File: config.mk
export PLATFORM = sky130hd
export DESIGN_NAME = mac_pe_stw_multi
export DESIGN_NICKNAME = d
export VERILOG_FILES = /design/src/rtl/mac_pe_pkg.sv /design/src/rtl/mac_pe_stw_multi_fxp_mul.sv /design/src/rtl/mac_pe_stw_multi.sv
export SDC_FILE = /design/constraint.sdc
export NUM_CORES = 1
export LEC_CHECK = 0
export ABC_AREA = 1
export BUFFER_PORTS_ARGS = -buffer_cell sky130_fd_sc_hd__buf_2
export CAP_MARGIN = 20
export CORE_ASPECT_RATIO = 1.2
export CORE_MARGIN = 4
export CORE_UTILIZATION = 50
export CTS_CLUSTER_DIAMETER = 150
export DETAILED_ROUTE_END_ITERATION = 16
export PLACE_DENSITY = 0.64
export SYNTH_ARGS = -nofsm -noshare
export SYNTH_HDL_FRONTEND = slang
export SYNTH_SLANG_ARGS = --single-unit
File: constraint.sdc
create_clock -name clk -period 13.8 [get_ports clk]
set_clock_uncertainty 0.2 [all_clocks]
set_input_delay 2.76 -clock clk [delete_from_list [all_inputs] [get_ports clk]]
set_output_delay 2.76 -clock clk [all_outputs]
set_load 0.02 [all_outputs]
File: src/rtl/mac_pe_pkg.sv
// Shared types for the self-testing systolic MAC processing element.
package mac_pe_pkg;

    // Self-test-while-working sequencer states
    typedef enum logic [1:0] {
        STW_IDLE = 2'd0,
        STW_RUN  = 2'd1,
        STW_HOLD = 2'd2
    } stw_state_e;

    // Index width for a bank of the given depth (at least one bit)
    function automatic int unsigned stw_idx_width(input int unsigned depth);
        return (depth > 1) ? $clog2(depth) : 1;
    endfunction

endpackage

File: src/rtl/mac_pe_stw_multi_fxp_mul.sv
// Signed fixed-point multiply: full-width product, arithmetic shift by
// FRAC_BITS, truncate back to WORD_SIZE (wraps on overflow).
module fxp_mul #(
    parameter int unsigned WORD_SIZE = 16,
    parameter int unsigned FRAC_BITS = 8
) (
    input  logic [WORD_SIZE-1:0] a,
    input  logic [WORD_SIZE-1:0] b,
    output logic [WORD_SIZE-1:0] y
);

    localparam int unsigned PW = 2 * WORD_SIZE;

    logic signed [PW-1:0] prod;

    // Sign-extend both operands, multiply, rescale and truncate
    always_comb begin
        prod = PW'($signed(a)) * PW'($signed(b));
        y    = WORD_SIZE'(prod >>> FRAC_BITS);
    end

endmodule

File: src/rtl/mac_pe_stw_multi.sv
// Weight-stationary / pass-through fixed-point MAC cell with a replayable
// bank of test vectors checked through the live multiplier and adder.
// A failed self-test latches fault_sticky, which bypasses the accumulator.
// Optional build macro MAC_FAULT_INJECT_EN adds a fault_inject[1:0] port
// that forces the multiplier result (bit0 = force, bit1 = forced value).
module mac_pe_stw_multi
    import mac_pe_pkg::*;
#(
    parameter int unsigned WORD_SIZE = 16,
    parameter int unsigned FRAC_BITS = 8,
    parameter int unsigned STW_DEPTH = 4,
    localparam int unsigned IW = (STW_DEPTH > 1) ? $clog2(STW_DEPTH) : 1
) (
    input  logic                 clk,
    input  logic                 rst,
    input  logic                 stall,
    input  logic                 op2_sel,
    input  logic                 out_sel,
    input  logic                 stat_bit,
    input  logic [WORD_SIZE-1:0] left_in,
    input  logic [WORD_SIZE-1:0] top_in,
    output logic [WORD_SIZE-1:0] right_out,
    output logic [WORD_SIZE-1:0] bottom_out,
    output logic [WORD_SIZE-1:0] stationary_out,
    input  logic                 stw_load_en,
    input  logic [IW-1:0]        stw_load_idx,
    input  logic [WORD_SIZE-1:0] stw_op1,
    input  logic [WORD_SIZE-1:0] stw_op2,
    input  logic [WORD_SIZE-1:0] stw_add,
    input  logic [WORD_SIZE-1:0] stw_expected,
    input  logic                 stw_start,
    output logic                 stw_busy,
    output logic                 stw_done,
    output logic                 stw_pass,
    output logic [IW-1:0]        stw_fail_idx,
    input  logic                 fault_clear,
`ifdef MAC_FAULT_INJECT_EN
    input  logic [1:0]           fault_inject,
`endif
    output logic                 fault_sticky
);

    typedef struct packed {
        logic [WORD_SIZE-1:0] op1;
        logic [WORD_SIZE-1:0] op2;
        logic [WORD_SIZE-1:0] add;
        logic [WORD_SIZE-1:0] expected;
    } stw_vec_t;

    stw_state_e           state;
    logic [IW-1:0]        idx;
    logic [IW-1:0]        first_fail;
    logic                 run_fail;
    stw_vec_t             vec_bank [STW_DEPTH];

    logic [WORD_SIZE-1:0] left_reg;
    logic [WORD_SIZE-1:0] top_reg;
    logic [WORD_SIZE-1:0] stat_reg;
    logic [WORD_SIZE-1:0] acc;

    logic                 busy_c;
    logic                 run_c;
    logic                 last_c;
    logic                 vec_miss_c;
    stw_vec_t             cur_vec_c;
    logic [WORD_SIZE-1:0] mul_a_c;
    logic [WORD_SIZE-1:0] mul_b_c;
    logic [WORD_SIZE-1:0] add_b_c;
    logic [WORD_SIZE-1:0] mul_raw_c;
    logic [WORD_SIZE-1:0] mul_res_c;
    logic [WORD_SIZE-1:0] sum_c;

    assign busy_c = (state != STW_IDLE);
    assign run_c  = (state == STW_RUN);
    assign last_c = (idx == IW'(STW_DEPTH - 1));

    // Operand steering: test vector during RUN, live MAC operands otherwise
    always_comb begin
        cur_vec_c = vec_bank[idx];
        mul_a_c   = left_reg;
        mul_b_c   = stat_bit ? stat_reg : top_reg;
        add_b_c   = stat_bit ? top_reg : acc;
        if (run_c) begin
            mul_a_c = cur_vec_c.op1;
            mul_b_c = cur_vec_c.op2;
            add_b_c = cur_vec_c.add;
        end
    end

    fxp_mul #(
        .WORD_SIZE (WORD_SIZE),
        .FRAC_BITS (FRAC_BITS)
    ) u_mul (
        .a (mul_a_c),
        .b (mul_b_c),
        .y (mul_raw_c)
    );

`ifdef MAC_FAULT_INJECT_EN
    assign mul_res_c = fault_inject[0] ? {WORD_SIZE{fault_inject[1]}} : mul_raw_c;
`else
    assign mul_res_c = mul_raw_c;
`endif

    assign sum_c      = mul_res_c + add_b_c;
    assign vec_miss_c = run_c && (sum_c != cur_vec_c.expected);

    assign right_out      = left_reg;
    assign bottom_out     = out_sel ? acc : top_reg;
    assign stationary_out = stat_reg;
    assign stw_busy       = busy_c;
    assign stw_done       = (state == STW_HOLD);

    // Systolic datapath registers; frozen by stall and while self-testing
    always_ff @(posedge clk or posedge rst) begin
        if (rst) begin
            left_reg <= '0;
            top_reg  <= '0;
            stat_reg <= '0;
            acc      <= '0;
        end else begin
            if (!stall && !busy_c) begin
                left_reg <= left_in;
                top_reg  <= top_in;
                acc      <= fault_sticky ? top_reg : sum_c;
            end
            if (op2_sel && !stall) begin
                stat_reg <= top_in;
            end
        end
    end

    // Test vector bank, writable only while idle
    always_ff @(posedge clk or posedge rst) begin
        if (rst) begin
            for (int i = 0; i < STW_DEPTH; i++) begin
                vec_bank[i] <= '0;
            end
        end else if (stw_load_en && !stall && !busy_c &&
                     (32'(stw_load_idx) < STW_DEPTH)) begin
            vec_bank[stw_load_idx] <= '{op1:      stw_op1,
                                        op2:      stw_op2,
                                        add:      stw_add,
                                        expected: stw_expected};
        end
    end

    // Self-test sequencer with result and sticky fault registers
    always_ff @(posedge clk or posedge rst) begin
        if (rst) begin
            state        <= STW_IDLE;
            idx          <= '0;
            first_fail   <= '0;
            run_fail     <= 1'b0;
            stw_pass     <= 1'b1;
            stw_fail_idx <= '0;
            fault_sticky <= 1'b0;
        end else if (!stall) begin
            unique case (state)
                STW_IDLE: begin
                    if (fault_clear) begin
                        fault_sticky <= 1'b0;
                    end
                    if (stw_start) begin
                        state      <= STW_RUN;
                        idx        <= '0;
                        first_fail <= '0;
                        run_fail   <= 1'b0;
                    end
                end
                STW_RUN: begin
                    if (vec_miss_c && !run_fail) begin
                        run_fail   <= 1'b1;
                        first_fail <= idx;
                    end
                    if (last_c) begin
                        state        <= STW_HOLD;
                        stw_pass     <= !(run_fail || vec_miss_c);
                        stw_fail_idx <= run_fail ? first_fail : (vec_miss_c ? idx : '0);
                        if (run_fail || vec_miss_c) begin
                            fault_sticky <= 1'b1;
                        end
                    end else begin
                        idx <= idx + IW'(1);
                    end
                end
                STW_HOLD: begin
                    state <= STW_IDLE;
                end
                default: begin
                    state <= STW_IDLE;
                end
            endcase
        end
    end

endmodule

## After elaboration in Yosys (flattened, before gate mapping)

Index checks and enable logic that the tools add are counted.
Widths: inputs -> output; s select.

- Register bits after elaboration: 331
- Input bits: 107

- Eq/ne operators: 10
- Order comparisons: 3
- Muxes and demuxes: 30
- Multipliers: 1
- Reduce and logical (&&, ||, !) cells: 20
- $add $sub $neg: 2
- Bitwise gates (word level): 3

Operator list:

| cell | number |
|---|---|
| $bwmux 256 | 1 |
| $mux 64 | 3 |
| $bmux 64 s2 | 1 |
| $demux 64 s2 | 1 |
| $mux 16 | 7 |
| $mul 16x16->24 | 1 |
| $add 16x16->16 | 1 |
| $ne 16x16->1 | 1 |
| $mux 2 | 7 |
| $pmux 2 s2 | 3 |
| $reduce_and 4->1 | 2 |
| $logic_and 1x1->1 | 7 |
| $ge 3x3->1 const B | 2 |
| $ne 2x1->1 const B | 3 |
| $ne 2x2->1 const B | 3 |
| $not 2->3 | 2 |
| $reduce_and 3->1 | 2 |
| $mux 1 | 5 |
| $reduce_and 5->1 | 1 |
| $eq 2x2->1 const B | 2 |
| $logic_not 1->1 | 4 |
| $pmux 1 s2 | 2 |
| $reduce_bool 2->1 | 2 |
| $lt 3x1->1 const B | 1 |
| 5 further kinds | 5 |

## Logic depth before layout (Yosys ltp)

- Word-level depth: 13
- Depth in mapped cells: 55
- Gate-level depth less buffers: 49

## Modules after synthesis

A second synthesis with hierarchy kept.

- Cell total of the unflattened synthesis: 3214
- Area total of the unflattened synthesis: 24348.4 µm²

By module, submodules not included:

| module | cells each | area an instance (µm²) | seq. area each (µm²) | times used |
|---|---|---|---|---|
| mac_pe_stw_multi | 2101 | 16246.8 | 8284.2 | 1 |
| fxp_mul | 1113 | 8101.5 | 0.0 | 1 |

## Worst setup path after synthesis

Ideal clock, no wire load.

- Path kind: in2reg
- Start: in stat_bit
- End: reg fault_sticky
- Path buffers: 4
- Stages: 43
- Data required time: 13466 ps
- Arrival time: 10367 ps
- Setup slack: 3100 ps
- Path through: buf_2 -> clkbuf_1 -> clkbuf_1 -> a21oi_1 -> o21ai_0 -> clkbuf_1 -> nand2_1 -> fa_1 -> fa_1 -> fa_1 -> inv_1 -> ha_1 -> inv_1 -> fa_1 -> fa_1 -> inv_1 -> ha_1 -> a21oi_1 -> [7 not listed] -> a21oi_2 -> xnor2_1 -> ha_1 -> inv_1 -> nor3_1 -> inv_1 -> o211ai_1 -> xor2_1 -> xor2_1 -> nand3b_1 -> nor2_1 -> nand3_1 -> nor2_1 -> nand3_2 -> nand2_1 -> nand2_1 -> nand2_1 -> o21ai_0

- Longest elaborated chain between the ends: 9
- Elaborated cells on any way between the ends: 11

RTL lines:

| item | line | source |
|---|---|---|
| start, declared | mac_pe_stw_multi.sv:19 | `input logic stat_bit,` |
| $mux 16 | mac_pe_stw_multi.sv:81 | `mul_b_c = stat_bit ? stat_reg : top_reg;` |
| $mux 16 | mac_pe_stw_multi.sv:83 | `if (run_c) begin` |
| $mul 16x16->24 | mac_pe_stw_multi_fxp_mul.sv:18 | `prod = PW'($signed(a)) * PW'($signed(b));` |
| $add 16x16->16 * | mac_pe_stw_multi.sv:105 | `assign sum_c = mul_res_c + add_b_c;` |
| $ne 16x16->1 * | mac_pe_stw_multi.sv:106 | `assign vec_miss_c = run_c && (sum_c != cur_vec_c.expected);` |
| $logic_and 1x1->1 * | mac_pe_stw_multi.sv:106 |  |
| $logic_or 1x1->1 * | mac_pe_stw_multi.sv:180 | `if (run_fail \|\| vec_miss_c) begin` |
| $ne 2x1->1 (no source line) * | -- |  |
| $reduce_and 5->1 (no source line) * | -- |  |
| end signal, assigned | mac_pe_stw_multi.sv:157 | `fault_sticky <= 1'b0;` |
| end signal, assigned | mac_pe_stw_multi.sv:162 | `fault_sticky <= 1'b0;` |
| end signal, assigned | mac_pe_stw_multi.sv:181 | `fault_sticky <= 1'b1;` |
| end, declared | mac_pe_stw_multi.sv:40 | `output logic fault_sticky` |

Every way passes the cells marked *; elsewhere a longest branch is shown, timed or not.
A chain may end at the register's enable or synchronous reset.

## Final worst setup path

Ends and elaborated chain as after synthesis.

==> summary.md <==
| Metric | Value |
|---|---|
| Status | `complete, no violations` |
| FF/Latch Area | `a little over 8000 um2` |
| Hold WC Path Type | `flop to flop` |
| Yosys top cell by area | `dfrtp_1` |
| Vias in the first global route | `20000` |
| Routed metal-1 wirelength | `31100 um` |
| Antenna violations before repair | `1` |
| Synthesized instance count | `2923` |
| H-tree depth | `2` |
| Ranking of synthesized cells by area | `dfrtp_1, fa_1, nand2_1` |
| Largest stage delay, worst path | `between 600 and 700 ps` |
| Final antenna diode count | `0` |
| Syn Area/Cell | `between 8 and 9 um2` |
| Fillers | `4399` |
| Slew margin rel. | `29.7%` |
| Tmin final | `roughly 11000 ps` |
| Post-synth EDFFs | `0` |
| Crit path kind | `primary input to flop` |
| Top Ports | `161` |
| Port bufs | `160` |
| Asr flop ratio synth | `100%` |
| Area growth from synthesis to layout | `10.5%` |
| Ys Warns | `0` |
| DP HPWL | `52600 um` |
| Setup Buffers After CTS | `0` |
| Fin crit share | `80.8%` |
| Die area | `50400 um2` |
| Area of the mapped netlist | `23400 um2` |
| Final Setup Violations | `0` |
| WL met2 | `33600 um` |
| Most common cell in the netlist | `nand2_1` |
| Top FF cell, synth | `dfrtp_1` |
| Final wirelength | `about 72000 um` |
| Seq/Total Area, Yosys | `35.3%` |
| R2r setup slk | `3290 ps` |
| Unrepaired setup endpoints after global routing | `no` |
| Uppermost layer routed | `met4` |
| Hold Buf Count CTS | `0` |
| Area of the multi-input gates | `approximately 13000 um2` |
| Die X | `206 um` |
| Drt first pass iters | `5` |
| CTS Buffer Depth | `3` |
| Synth cell types | `45` |
| Slew Viols, Final | `0` |
| CTS resizes | `0` |
| CTS Root Cell | `clkbuf_16` |
| Synth top cells by count | `nand2_1, o21ai_0, inv_1` |
| DR vias/cell | `5.53` |
| Critical Path End Type | `flop` |
| CP Data Required Time | `14010 ps` |
| Top reg by flops | `vec_bank` |
| DR vias | `between 20000 and 25000` |
| Worst-margin pin slew | `1050 ps` |
| First-pass GRT wire length | `114000 um` |
| Critical-path top delay cell | `buf_2` |
| Placed cell areas | `24600 um2` |
| Top cell type's share of synthesized area | `about a third` |
| Worst-Skew Late Latency | `570 ps` |
| Setup TNS | `0 ps` |
| Starting DRT DRC Count | `1583` |
| Die Ht | `245 um` |
| Routability Congestion | `0.991` |
| Post-route cell area | `about 26000 um2` |
| Syn Nets | `3303` |
| Post-route DRC | `0` |
| Hold WS | `around 280 ps` |
| Largest net degree at the start of global routing | `129` |
| Initial core utilization | `50.8%` |
| Total grt overflow | `0` |
| Site row count | `86` |
| Met3 Wirelength | `4570 um` |
| Crit start category | `primary input` |
| Final nets | `3382` |
| Proportion of layout cells with a drive suffix above 1 | `approximately a tenth` |
| Final core utilization | `56.1%` |
| Routed Antenna Nets | `0` |
| Fmax | `89.7 MHz` |
| Final Hold Vio Count | `0` |
| Max reg flops | `256` |
| CP Max Fanout | `49` |
| DR WL/cell | `roughly 20 um` |
| Yosys reg bits | `331` |
| GRT Overall Usage | `28.8%` |
| CTS sink cnt | `331` |
| Crit path DAT | `11360 ps` |
| Clock transition at path regs | `roughly 60 ps` |
| Core box area | `roughly 46000 um2` |
| Max Cap Viol | `0` |
| CTS tree | `done` |
| CTS Buf Count | `37` |
[path summary, 6_finish.rpt]
path                          startpoint                end  cells after the start
max reg2reg                       idx[0]       fault_sticky                     45
max                             stat_bit       fault_sticky                     43
min reg2reg                vec_bank[166]      vec_bank[166]                      2
min                        vec_bank[166]      vec_bank[166]                      2
max in group asynchronous            rst  stationary_out[7]                      3
min in group asynchronous            rst      vec_bank[252]                      2
[per-layer routing]
layer / track usage, % / vias up
met4: 9.38 / 0
met2: 45.8 / 693
met5: 0 / -
met3: 3.66 / 135
li1: - / 9362
met1: 41.4 / 9953
[layout make-up]
class / count / area share, %
clock buffers: 56 / 4.43
clock inverters: 8 / 0.473
inverters: 389 / 5.68
multi-input cells: 2055 / 50.5
flip-flops and latches: 331 / 32.0
well taps: 616 / 2.98
repair buffers: 188 / 3.98
[kinds of logic (layout without fill, tap and decap cells)]
kind of cell               after synthesis  in the layout  share of synthesized area (%)
muxes                                   16             16                          0.769
xor gates and xnor gates                42             42                           1.63
and+or+nand+nor                       1076           1076                           17.9
adders and majority gates              273            273                           20.6
buffers and inverters                  537            641                           9.12
AOI/OAI and AO/OA                      648            648                           14.6
DFF                                    331            331                           35.3
[critical path, delay by kind of cell]
kind	cells	cell delay [ps]
simple gates	14	1510
buf+inv	7	1400
fa+ha+maj	8	3240
compound gates	12	1900
xor+xnor	2	520
[layout by cell type, fill, tap and decap left out, types with 38 or more instances in the layout]
cell type and instances:
o21ai_0 488, ha_1 86, dfrtp_1 328, fa_1 187, nor2_1 283, clkbuf_16 38
a21oi_1 56, nand2_1 707, buf_2 160, o22ai_1 41, inv_1 379, nand3_1 42
[through the flow]
| step | std cells | setup slack [ps] |
|---|---|---|
| 2_1_floorplan | 2923 | 1670 |
| 3_3_place_gp | 3578 | 2260 |
| 3_5_place_dp | 3578 | 2190 |
| 4_1_cts | 3642 | 2760 |
| 5_1_grt | 3643 | 2040 |
| 6_report | 3643 | 2650 |
Power is left out: the tool's default activity adds up to more than one toggle a clock period on the data nets, which glitch-free logic cannot reach.
